<file path="src/rtl/sample_pkg.sv">
// Stereo sample payload shared by the I2S transceiver and the effect chain.
package sample_pkg;
  localparam int unsigned SAMPLE_W = 24;

  typedef struct packed {
    logic [SAMPLE_W-1:0] lc;
    logic [SAMPLE_W-1:0] rc;
  } sample_t;
endpackage

</file>
<file path="src/rtl/fx_sched.sv">
// Start-up sequencer and per-sample deadline scheduler between the I2S
// transceiver and the effect engine.
module fx_sched #(
  parameter int unsigned RST_CYCLES  = 64,
  parameter int unsigned MUTE_FRAMES = 4096,
  parameter int unsigned DEADLINE    = 448,
  parameter int unsigned OVR_W       = 16
) (
  input  logic                mclk,
  input  logic                rst,
  output logic                i2s_rst,
  input  sample_pkg::sample_t rx_data,
  input  logic                rx_vld,
  output sample_pkg::sample_t tx_data,
  output logic                tx_vld,
  input  logic                bypass,
  output sample_pkg::sample_t fx_in,
  output logic                fx_in_vld,
  input  logic                fx_in_rdy,
  input  sample_pkg::sample_t fx_out,
  input  logic                fx_out_vld,
  output logic                fx_flush,
  output logic                overrun,
  output logic [OVR_W-1:0]    overrun_cnt,
  output logic                muted
);
  localparam int unsigned HOLD_W  = $clog2(RST_CYCLES + 1);
  localparam int unsigned FRAME_W = $clog2(MUTE_FRAMES + 1);
  localparam int unsigned DL_W    = $clog2(DEADLINE + 1);

  localparam logic [HOLD_W-1:0]  HOLD_LAST  = HOLD_W'(RST_CYCLES - 1);
  localparam logic [FRAME_W-1:0] FRAME_LAST = FRAME_W'(MUTE_FRAMES - 1);
  localparam logic [DL_W-1:0]    DL_LAST    = DL_W'(DEADLINE - 1);

  typedef enum logic [2:0] {
    S_HOLD,
    S_MUTE,
    S_IDLE,
    S_ISSUE,
    S_WAIT
  } state_t;

  state_t              state_q, state_d;
  logic [HOLD_W-1:0]   hold_cnt_q, hold_cnt_d;
  logic [FRAME_W-1:0]  frame_cnt_q, frame_cnt_d;
  logic [DL_W-1:0]     dl_cnt_q, dl_cnt_d;
  sample_pkg::sample_t dry_q, dry_d;
  sample_pkg::sample_t tx_data_q, tx_data_d;
  sample_pkg::sample_t fx_in_q, fx_in_d;
  logic                tx_vld_q, tx_vld_d;
  logic                fx_in_vld_q, fx_in_vld_d;
  logic                fx_flush_q, fx_flush_d;
  logic                overrun_q, overrun_d;
  logic [OVR_W-1:0]    ovr_cnt_q, ovr_cnt_d;
  logic                i2s_rst_q, i2s_rst_d;
  logic                muted_q, muted_d;
  logic                timeout_c;

  always_ff @(posedge mclk) begin
    if (rst) begin
      state_q     <= S_HOLD;
      hold_cnt_q  <= '0;
      frame_cnt_q <= '0;
      dl_cnt_q    <= '0;
      dry_q       <= '0;
      tx_data_q   <= '0;
      fx_in_q     <= '0;
      tx_vld_q    <= 1'b0;
      fx_in_vld_q <= 1'b0;
      fx_flush_q  <= 1'b0;
      overrun_q   <= 1'b0;
      ovr_cnt_q   <= '0;
      i2s_rst_q   <= 1'b1;
      muted_q     <= 1'b1;
    end else begin
      state_q     <= state_d;
      hold_cnt_q  <= hold_cnt_d;
      frame_cnt_q <= frame_cnt_d;
      dl_cnt_q    <= dl_cnt_d;
      dry_q       <= dry_d;
      tx_data_q   <= tx_data_d;
      fx_in_q     <= fx_in_d;
      tx_vld_q    <= tx_vld_d;
      fx_in_vld_q <= fx_in_vld_d;
      fx_flush_q  <= fx_flush_d;
      overrun_q   <= overrun_d;
      ovr_cnt_q   <= ovr_cnt_d;
      i2s_rst_q   <= i2s_rst_d;
      muted_q     <= muted_d;
    end
  end

  always_comb begin
    state_d     = state_q;
    hold_cnt_d  = hold_cnt_q;
    frame_cnt_d = frame_cnt_q;
    dl_cnt_d    = dl_cnt_q;
    dry_d       = dry_q;
    tx_data_d   = tx_data_q;
    fx_in_d     = fx_in_q;
    tx_vld_d    = 1'b0;
    fx_in_vld_d = fx_in_vld_q;
    fx_flush_d  = 1'b0;
    overrun_d   = 1'b0;
    ovr_cnt_d   = ovr_cnt_q;
    i2s_rst_d   = i2s_rst_q;
    muted_d     = muted_q;
    timeout_c   = 1'b0;

    case (state_q)
      S_HOLD: begin
        if (hold_cnt_q == HOLD_LAST) begin
          i2s_rst_d   = 1'b0;
          frame_cnt_d = '0;
          state_d     = S_MUTE;
        end else begin
          hold_cnt_d = hold_cnt_q + HOLD_W'(1);
        end
      end
      S_MUTE: begin
        if (rx_vld) begin
          tx_vld_d  = 1'b1;
          tx_data_d = '0;
          if (frame_cnt_q == FRAME_LAST) begin
            muted_d = 1'b0;
            state_d = S_IDLE;
          end else begin
            frame_cnt_d = frame_cnt_q + FRAME_W'(1);
          end
        end
      end
      S_IDLE: begin
        if (rx_vld) begin
          if (bypass) begin
            tx_vld_d  = 1'b1;
            tx_data_d = rx_data;
          end else begin
            dry_d       = rx_data;
            fx_in_d     = rx_data;
            fx_in_vld_d = 1'b1;
            dl_cnt_d    = DL_W'(1);
            state_d     = S_ISSUE;
          end
        end
      end
      S_ISSUE: begin
        // A new frame or the deadline pre-empts a handshake in the same cycle.
        dl_cnt_d = dl_cnt_q + DL_W'(1);
        if (rx_vld || (dl_cnt_q == DL_LAST)) begin
          timeout_c = 1'b1;
        end else if (fx_in_rdy) begin
          fx_in_vld_d = 1'b0;
          state_d     = S_WAIT;
        end
      end
      S_WAIT: begin
        dl_cnt_d = dl_cnt_q + DL_W'(1);
        if (fx_out_vld) begin
          tx_vld_d  = 1'b1;
          tx_data_d = fx_out;
          state_d   = S_IDLE;
        end else if (rx_vld || (dl_cnt_q == DL_LAST)) begin
          timeout_c = 1'b1;
        end
      end
      default: state_d = S_HOLD;
    endcase

    // Late engine: send the dry sample and discard the in-flight work.
    if (timeout_c) begin
      tx_vld_d    = 1'b1;
      tx_data_d   = dry_q;
      fx_flush_d  = 1'b1;
      overrun_d   = 1'b1;
      fx_in_vld_d = 1'b0;
      state_d     = S_IDLE;
      if (ovr_cnt_q != '1) begin
        ovr_cnt_d = ovr_cnt_q + OVR_W'(1);
      end
    end
  end

  assign i2s_rst     = i2s_rst_q;
  assign tx_data     = tx_data_q;
  assign tx_vld      = tx_vld_q;
  assign fx_in       = fx_in_q;
  assign fx_in_vld   = fx_in_vld_q;
  assign fx_flush    = fx_flush_q;
  assign overrun     = overrun_q;
  assign overrun_cnt = ovr_cnt_q;
  assign muted       = muted_q;

endmodule
</file>
<file path="config.mk">
export PLATFORM = sky130hd
export DESIGN_NAME = fx_sched
export DESIGN_NICKNAME = d
export VERILOG_FILES = /design/src/rtl/sample_pkg.sv /design/src/rtl/fx_sched.sv
export SDC_FILE = /design/constraint.sdc
export NUM_CORES = 1
export LEC_CHECK = 0
export CAP_MARGIN = 20
export CORE_MARGIN = 3
export CORE_UTILIZATION = 49
export DETAILED_ROUTE_END_ITERATION = 6
export MAX_ROUTING_LAYER = met4
export PLACE_DENSITY = 0.85
export SYNTH_ARGS = -nofsm -noshare
export SYNTH_HDL_FRONTEND = slang
export SYNTH_SLANG_ARGS = --single-unit
</file>
<file path="constraint.sdc">
create_clock -name mclk -period 3.35 [get_ports mclk]
set_input_delay 0.67 -clock mclk [delete_from_list [all_inputs] [get_ports mclk]]
set_output_delay 0.67 -clock mclk [all_outputs]
set_load 0.05 [all_outputs]
</file>
==> results.ini, run 1 <==
[clocking]
cts_hold_buf = 0
cts_buffers = 17
h-tree-depth = 4
clockBufferDepth = 2
clock_latency_ns = 0.42
clk_pin_slew_worst_paths_ns = 0.06
postCtsResizedCells = 0
cts_tree = done
cts_root_buf = clkbuf_16
post-cts-setup-buffers = 0
cts_sinks = 149

[logic_synthesis]
synth.most_common_cell = nand2_1
syn_area_per_cell_um2 = 8.23
synthTopCellsByCount = 167 x nand2_1, 149 x dfxtp_1, 86 x nor2_1
synth_top_area_share_pct = 45.8
async_flop_share_pct = 0
postSynthCellCount = 791
synth_flop_cell = dfxtp_1
synth_nets = 897
synth.cell_area_um2 = 6510
ys_types = 54
yosys_register_bits = 149
synth_area_leaders = dfxtp_1 46%, nand2_1 9.6%, a221oi_1 6.5%
synth-seq-area-share_pct = 45.8
ys_warn_count = 0
yosys.area.top_type = dfxtp_1
synth_edf_count = 0

[place]
place_hpwl_mm = 13.4
place.gp.congestion = 0.866
port_buffers = 219
placed_cell_area_um2 = 8880
dp_cells = 1136
pre_cts_slack_ns = 0.444

[worst_setup_path]
crit_required_ns = 3.66
cp-start-kind = primary input
cp_data_arrival_time_ns = 2.79
crit_type = primary input to register
crit_chain = clkdlybuf4s50_1, nor4b_1, nor2_1, a2111oi_4, nand4_1, mux2_2
endpoint_kind = register
r2r-end = frame_cnt_q[6]$_SDFFE_PP0P_
crit_start = fx_out_vld
rr_worst_depth = 6
reg2reg_from = frame_cnt_q[0]$_SDFFE_PP0P_
slowest_stage = a2111oi_4
r2r_slack_ns = 0.94
slowest_delay_ns = 0.56
crit_end = overrun_cnt[14]$_SDFFE_PP0P_
crit_fanout = 9

[timing]
fmax_ghz = 0.403
grt_setup_unrepaired = false
finalCritPeriodShare_pct = 74.2
setup_viol = 0
fin_crit_ns = 2.48
fin_hold_ws_ns = 0.441
hold_violations = 0
finClkSkew_ns = 0.00489
tightest_slew_ns = 0.915
finalSetupTns_ns = 0
slew_headroom_pct = 38.8
slew_viol_final = 0
layout_setup_ws_ns = 0.866

[global_routing]
antenna_found_initial = 0
grt_pass1_wl_mm = 32.3
grt_max_degree = 59
grt_pass1_vias = 6492
grt.total_usage_pct = 28.0
globalRouteOverflowTotal = 0

[detailed_routing]
vias = 6693
drc_errors = 0
ant_nets = 0
finalWirelength_mm = 20.6
routed_via_density = 5.73
first_pass_iters = 7
first_iter_violations = 538
wl_per_cell_um = 17.6

[die]
start_util_pct = 50.8
core_area_um2 = 12800
fp.dieW_um = 121
die_h_um = 121
rows = 41
die-area_um2 = 14700
ios = 220

[cells_and_area]
area_growth_pct = 46.2
fin_area_um2 = 9520
nets = 1089
nFillCells = 946
post_route_cells_drive_above_1_share_pct = 6.12
instances_no_fill = 1168
antenna_cells = 0

[run_status]
status = finished clean

[job]
drv_cap = 0

[min_path]
hold_path.class = register to register

[power]
vdd_drop_max_v = 0.000373
power_density_nw_per_um2 = 487
leakagePower_nw = 3.24

flip-flops by register name, indices dropped and copies added, names as in the netlist:
| name | count |
|---|---|
| hold_cnt_q | 7 |
| overrun | 1 |
| overrun_cnt | 16 |
| dl_cnt_q | 9 |
| i2s_rst | 1 |
| frame_cnt_q | 13 |
| muted | 1 |
| fx_in | 48 |
| fx_in_vld | 1 |
| tx_vld | 1 |
| state_q | 3 |
| tx_data | 48 |
how the worst min path moves through the flow:
stage,start,to,slack [ns],depth (start not counted)
after floorplan,frame_cnt_q[6]$_SDFFE_PP0P_,frame_cnt_q[6]$_SDFFE_PP0P_,0.45,2
after global placement,muted$_SDFFE_PP1P_,muted$_SDFFE_PP1P_,0.43,2
after detailed placement,muted$_SDFFE_PP1P_,muted$_SDFFE_PP1P_,0.43,2
after CTS,muted$_SDFFE_PP1P_,muted$_SDFFE_PP1P_,0.44,2
after global routing,muted$_SDFFE_PP1P_,muted$_SDFFE_PP1P_,0.47,2
final,muted$_SDFFE_PP1P_,muted$_SDFFE_PP1P_,0.44,2
layout make-up:
cell class | instances | area [um2] | share of cell area [%]
Multi-Input combinational cell | 571 | 3290 | 34.5
Sequential cell | 149 | 2980 | 31.3
Timing Repair Buffer | 234 | 2360 | 24.8
Clock buffer | 23 | 488 | 5.13
Tap cell | 172 | 215 | 2.26
Clock inverter | 9 | 148 | 1.55
Inverter | 10 | 37.5 | 0.394
critical path: cells and delay by family:
family | cells | cell delay (ns)
AND/OR/NAND/NOR | 3 | 0.81
AO/OA/AOI/OAI | 1 | 0.56
buffers and inverters | 1 | 0.46
multiplexers | 1 | 0.29
per-stage QoR:
step | power (W) | utilization (%)
final | 0.00463 | 74.2
after global routing | 0.00477 | 74.2
after CTS | 0.00464 | 74.2
after detailed placement | 0.00262 | 69.3
after global placement | 0.00261 | 69.3
after floorplan | 0.00231 | -
placed cells by master (no fill, tap or decap), drive strengths merged, types with 5 or more instances in the layout:
cell type / synthesis / routed
clkdlybuf4s50: 0 / 218
nand2: 167 / 167
dfxtp: 149 / 149
nor2: 86 / 86
a21oi: 61 / 61
o31ai: 50 / 50
a221oi: 48 / 48
clkbuf: 46 / 23
xnor2: 18 / 18
buf: 15 / 16
nand4: 13 / 13
nand3: 13 / 13
nor3: 12 / 12
inv: 10 / 10
xor2: 9 / 9
a2111oi: 9 / 9
o21ai: 9 / 9
and2: 7 / 7
and3: 6 / 6
or3: 6 / 6
nand2b: 5 / 5
nor3b: 5 / 5
routing by layer:
layer  wire length [um]  GRT usage, %  vias to the layer above
met5                  0             -                        -
met4                736          12.3                        0
met3               1400          6.15                       53
met2               9740          45.6                      287
met1               8730          33.6                     3147
li1                   -             -                     3206
cell families (layout without fill, tap and decap cells):
family,Yosys count,after routing,share of synthesized area (%)
flip-flops,149,149,45.8
AO/OA/AOI/OAI,194,194,21.3
multiplexers,5,5,0.788
buffers and inverters,71,276,4.40
XOR/XNOR,27,27,3.63
adder cells (fa/ha/maj),4,4,0.769
AND/OR/NAND/NOR,341,341,23.3
report_power, final:
group	total (W)	internal (W)	switching, W
clock network	0.00204	0.00132	0.000721
registers	0.00189	0.00184	0.0000481
logic	0.000702	0.000297	0.000405
Power figures use the tool's default switching activity.
==> inputs of run 2 (changes only) <==
- CORE_UTILIZATION: 49 -> 46
- PLACE_DENSITY: 0.85 -> 0.81
- clock period: 3.35 -> 2.5 ns (I/O delays scaled with it)
==> results.ini, run 2 (synthesized netlist as in run 1, its figures left out) <==
[clocking]
cts_buffers = 17  ; unchanged
cts_sinks = 149  ; unchanged
clock_latency_ns = 0.42  ; about the same
clk_pin_slew_worst_paths_ns = 0.06  ; about the same
h-tree-depth = 4  ; unchanged
post-cts-setup-buffers = 0  ; unchanged
cts_hold_buf = 0  ; unchanged
cts_root_buf = clkbuf_16
clockBufferDepth = 2  ; unchanged
postCtsResizedCells = 0  ; unchanged
cts_tree = done

[detailed_routing]
vias = 6842  ; +2.2%
first_pass_iters = 5  ; -2
wl_per_cell_um = 17.6  ; about the same
ant_nets = 0  ; unchanged
routed_via_density = 5.72  ; -0.17%
finalWirelength_mm = 21.1  ; +2.4%
first_iter_violations = 548  ; +1.9%
drc_errors = 0  ; unchanged

[timing]
slew_viol_final = 0  ; unchanged
finalCritPeriodShare_pct = 87.7
fin_crit_ns = 2.19
finClkSkew_ns = 0.00692  ; +0.00203 ns
finalSetupTns_ns = 0  ; unchanged
grt_setup_unrepaired = false
hold_violations = 0  ; unchanged
tightest_slew_ns = 0.597  ; -0.318 ns
setup_viol = 0  ; unchanged
slew_headroom_pct = 59.2  ; +20 points
fmax_ghz = 0.456

[power]
power_density_nw_per_um2 = 648  ; +33%
vdd_drop_max_v = 0.000540  ; +45%
leakagePower_nw = 3.40  ; +4.9%
fin_total_pwr_w = 0.00634  ; +37%

[place]
place.gp.congestion = 0.886  ; +2.3%
dp_cells = 1165  ; +2.6%
port_buffers = 219  ; unchanged
place_hpwl_mm = 14.0  ; +5.0%

[worst_setup_path]
slowest_stage = clkdlybuf4s50_1
crit_start = overrun_cnt[12]$_SDFFE_PP0P_
cp_data_arrival_time_ns = 1.69  ; -1.10 ns
crit_family = buffers and inverters
crit_type = register to output port
cp-start-kind = register
endpoint_kind = output port
crit_end = overrun_cnt[12]
rr_worst_depth = 7  ; +1
slowest_delay_ns = 0.84  ; +0.28 ns
crit_buf_inv = 1  ; unchanged
r2r-end = overrun_cnt[3]$_SDFFE_PP0P_
r2r_slack_ns = 0.31  ; -0.63 ns
cp_num_cells = 1  ; -5
crit_fanout = 6  ; -3
crit_chain = clkdlybuf4s50_1
crit_required_ns = 2.00  ; -1.66 ns
reg2reg_from = overrun_cnt[0]$_SDFFE_PP0P_

[global_routing]
antenna_found_initial = 0  ; unchanged
top_usage_layer = met2
grtUsageMet3_pct = 5.59  ; -0.57 points
grt.total_usage_pct = 27.0  ; -1.1 points
grt_pass1_vias = 6733  ; +3.7%
grtUsageMet2_pct = 44.1  ; -1.5 points
globalRouteOverflowTotal = 0  ; unchanged
grtUsageMet1_pct = 32.8  ; -0.79 points
grt_pass1_wl_mm = 33.8  ; +4.8%
grt_max_degree = 86  ; +46%

[die]
core_area_um2 = 13600  ; +5.7%
ios = 220  ; unchanged
fp.dieW_um = 125  ; +3.0%
die-area_um2 = 15600  ; +6.2%
die_h_um = 125  ; +3.0%
start_util_pct = 48.0  ; -2.7 points
rows = 42  ; +2.4%

[cells_and_area]
regArea_um2 = 2980  ; unchanged
fin_util_pct = 72.2  ; -2.0 points
antenna_cells = 0  ; unchanged
area_growth_pct = 50.5
multi_input_area_um2 = 3290  ; unchanged
post_route_cells_drive_above_1_share_pct = 8.43  ; +2.3 points
nets = 1114  ; +2.3%
nFillCells = 1056  ; +12%
final_cell_mix = 218 x clkdlybuf4s50_1, 167 x nand2_1, 149 x dfxtp_1
final_common_cell = clkdlybuf4s50_1
instances_no_fill = 1196  ; +2.4%

[job]
drv_cap = 0  ; unchanged

[run_status]
status = finished clean

[min_path]
hold_path.class = register to register

==> run 2: per-stage QoR <==
stage	hold slack (ns)	setup WS, ns	instance area, um2
after floorplan	0.449	0.397	6510
after global placement	0.431	0.0642	9140
after detailed placement	0.438	0.0209	9140
after CTS	0.445	0.287	9800
after global routing	0.473	0.151	9800
final	0.444	0.307	9800
==> run 2: power by group <==
part / internal, W / switching (W)
sequential: 0.00246 / 0.0000601
combinational: 0.000421 / 0.000556
clock: 0.00187 / 0.000974
total: 0.00475 / 0.00159
==> run 2: worst reg2reg max path: stages (launching register included) <==
cell       delay (ns)
dfxtp_1          0.36
ha_1             0.27
and2_1           0.19
and4_1           0.29
a2111oi_0        0.59
buf_4            0.21
xnor2_1          0.11
nor2_1           0.05
==> run 2: final cells by class <==
cell class	instances	share of cell area [%]
clock buffers	22	4.94
clock inverters	9	1.76
inverters	10	0.383
multi-input cells	571	33.5
flip-flops and latches	149	30.5
well taps	176	2.25
repair buffers	259	26.7
==> run 2: worst min-delay path by stage <==
stage	slack, ns	endpoint	start	depth (start not counted)
floorplan	0.45	frame_cnt_q[6]$_SDFFE_PP0P_	frame_cnt_q[6]$_SDFFE_PP0P_	2
global placement	0.43	i2s_rst$_SDFFE_PP1P_	i2s_rst$_SDFFE_PP1P_	2
detailed placement	0.44	i2s_rst$_SDFFE_PP1P_	i2s_rst$_SDFFE_PP1P_	2
CTS	0.44	i2s_rst$_SDFFE_PP1P_	i2s_rst$_SDFFE_PP1P_	2
global route	0.47	i2s_rst$_SDFFE_PP1P_	i2s_rst$_SDFFE_PP1P_	2
finish	0.44	i2s_rst$_SDFFE_PP1P_	i2s_rst$_SDFFE_PP1P_	2
==> run 2: routing by layer <==
layer / wire [um] / vias to the layer above / part of all wire [%]
met5: 0 / - / 0
met4: 569 / 0 / 2.7
met3: 1680 / 46 / 7.9
met2: 10100 / 318 / 48
met1: 8770 / 3225 / 42
li1: - / 3253 / -
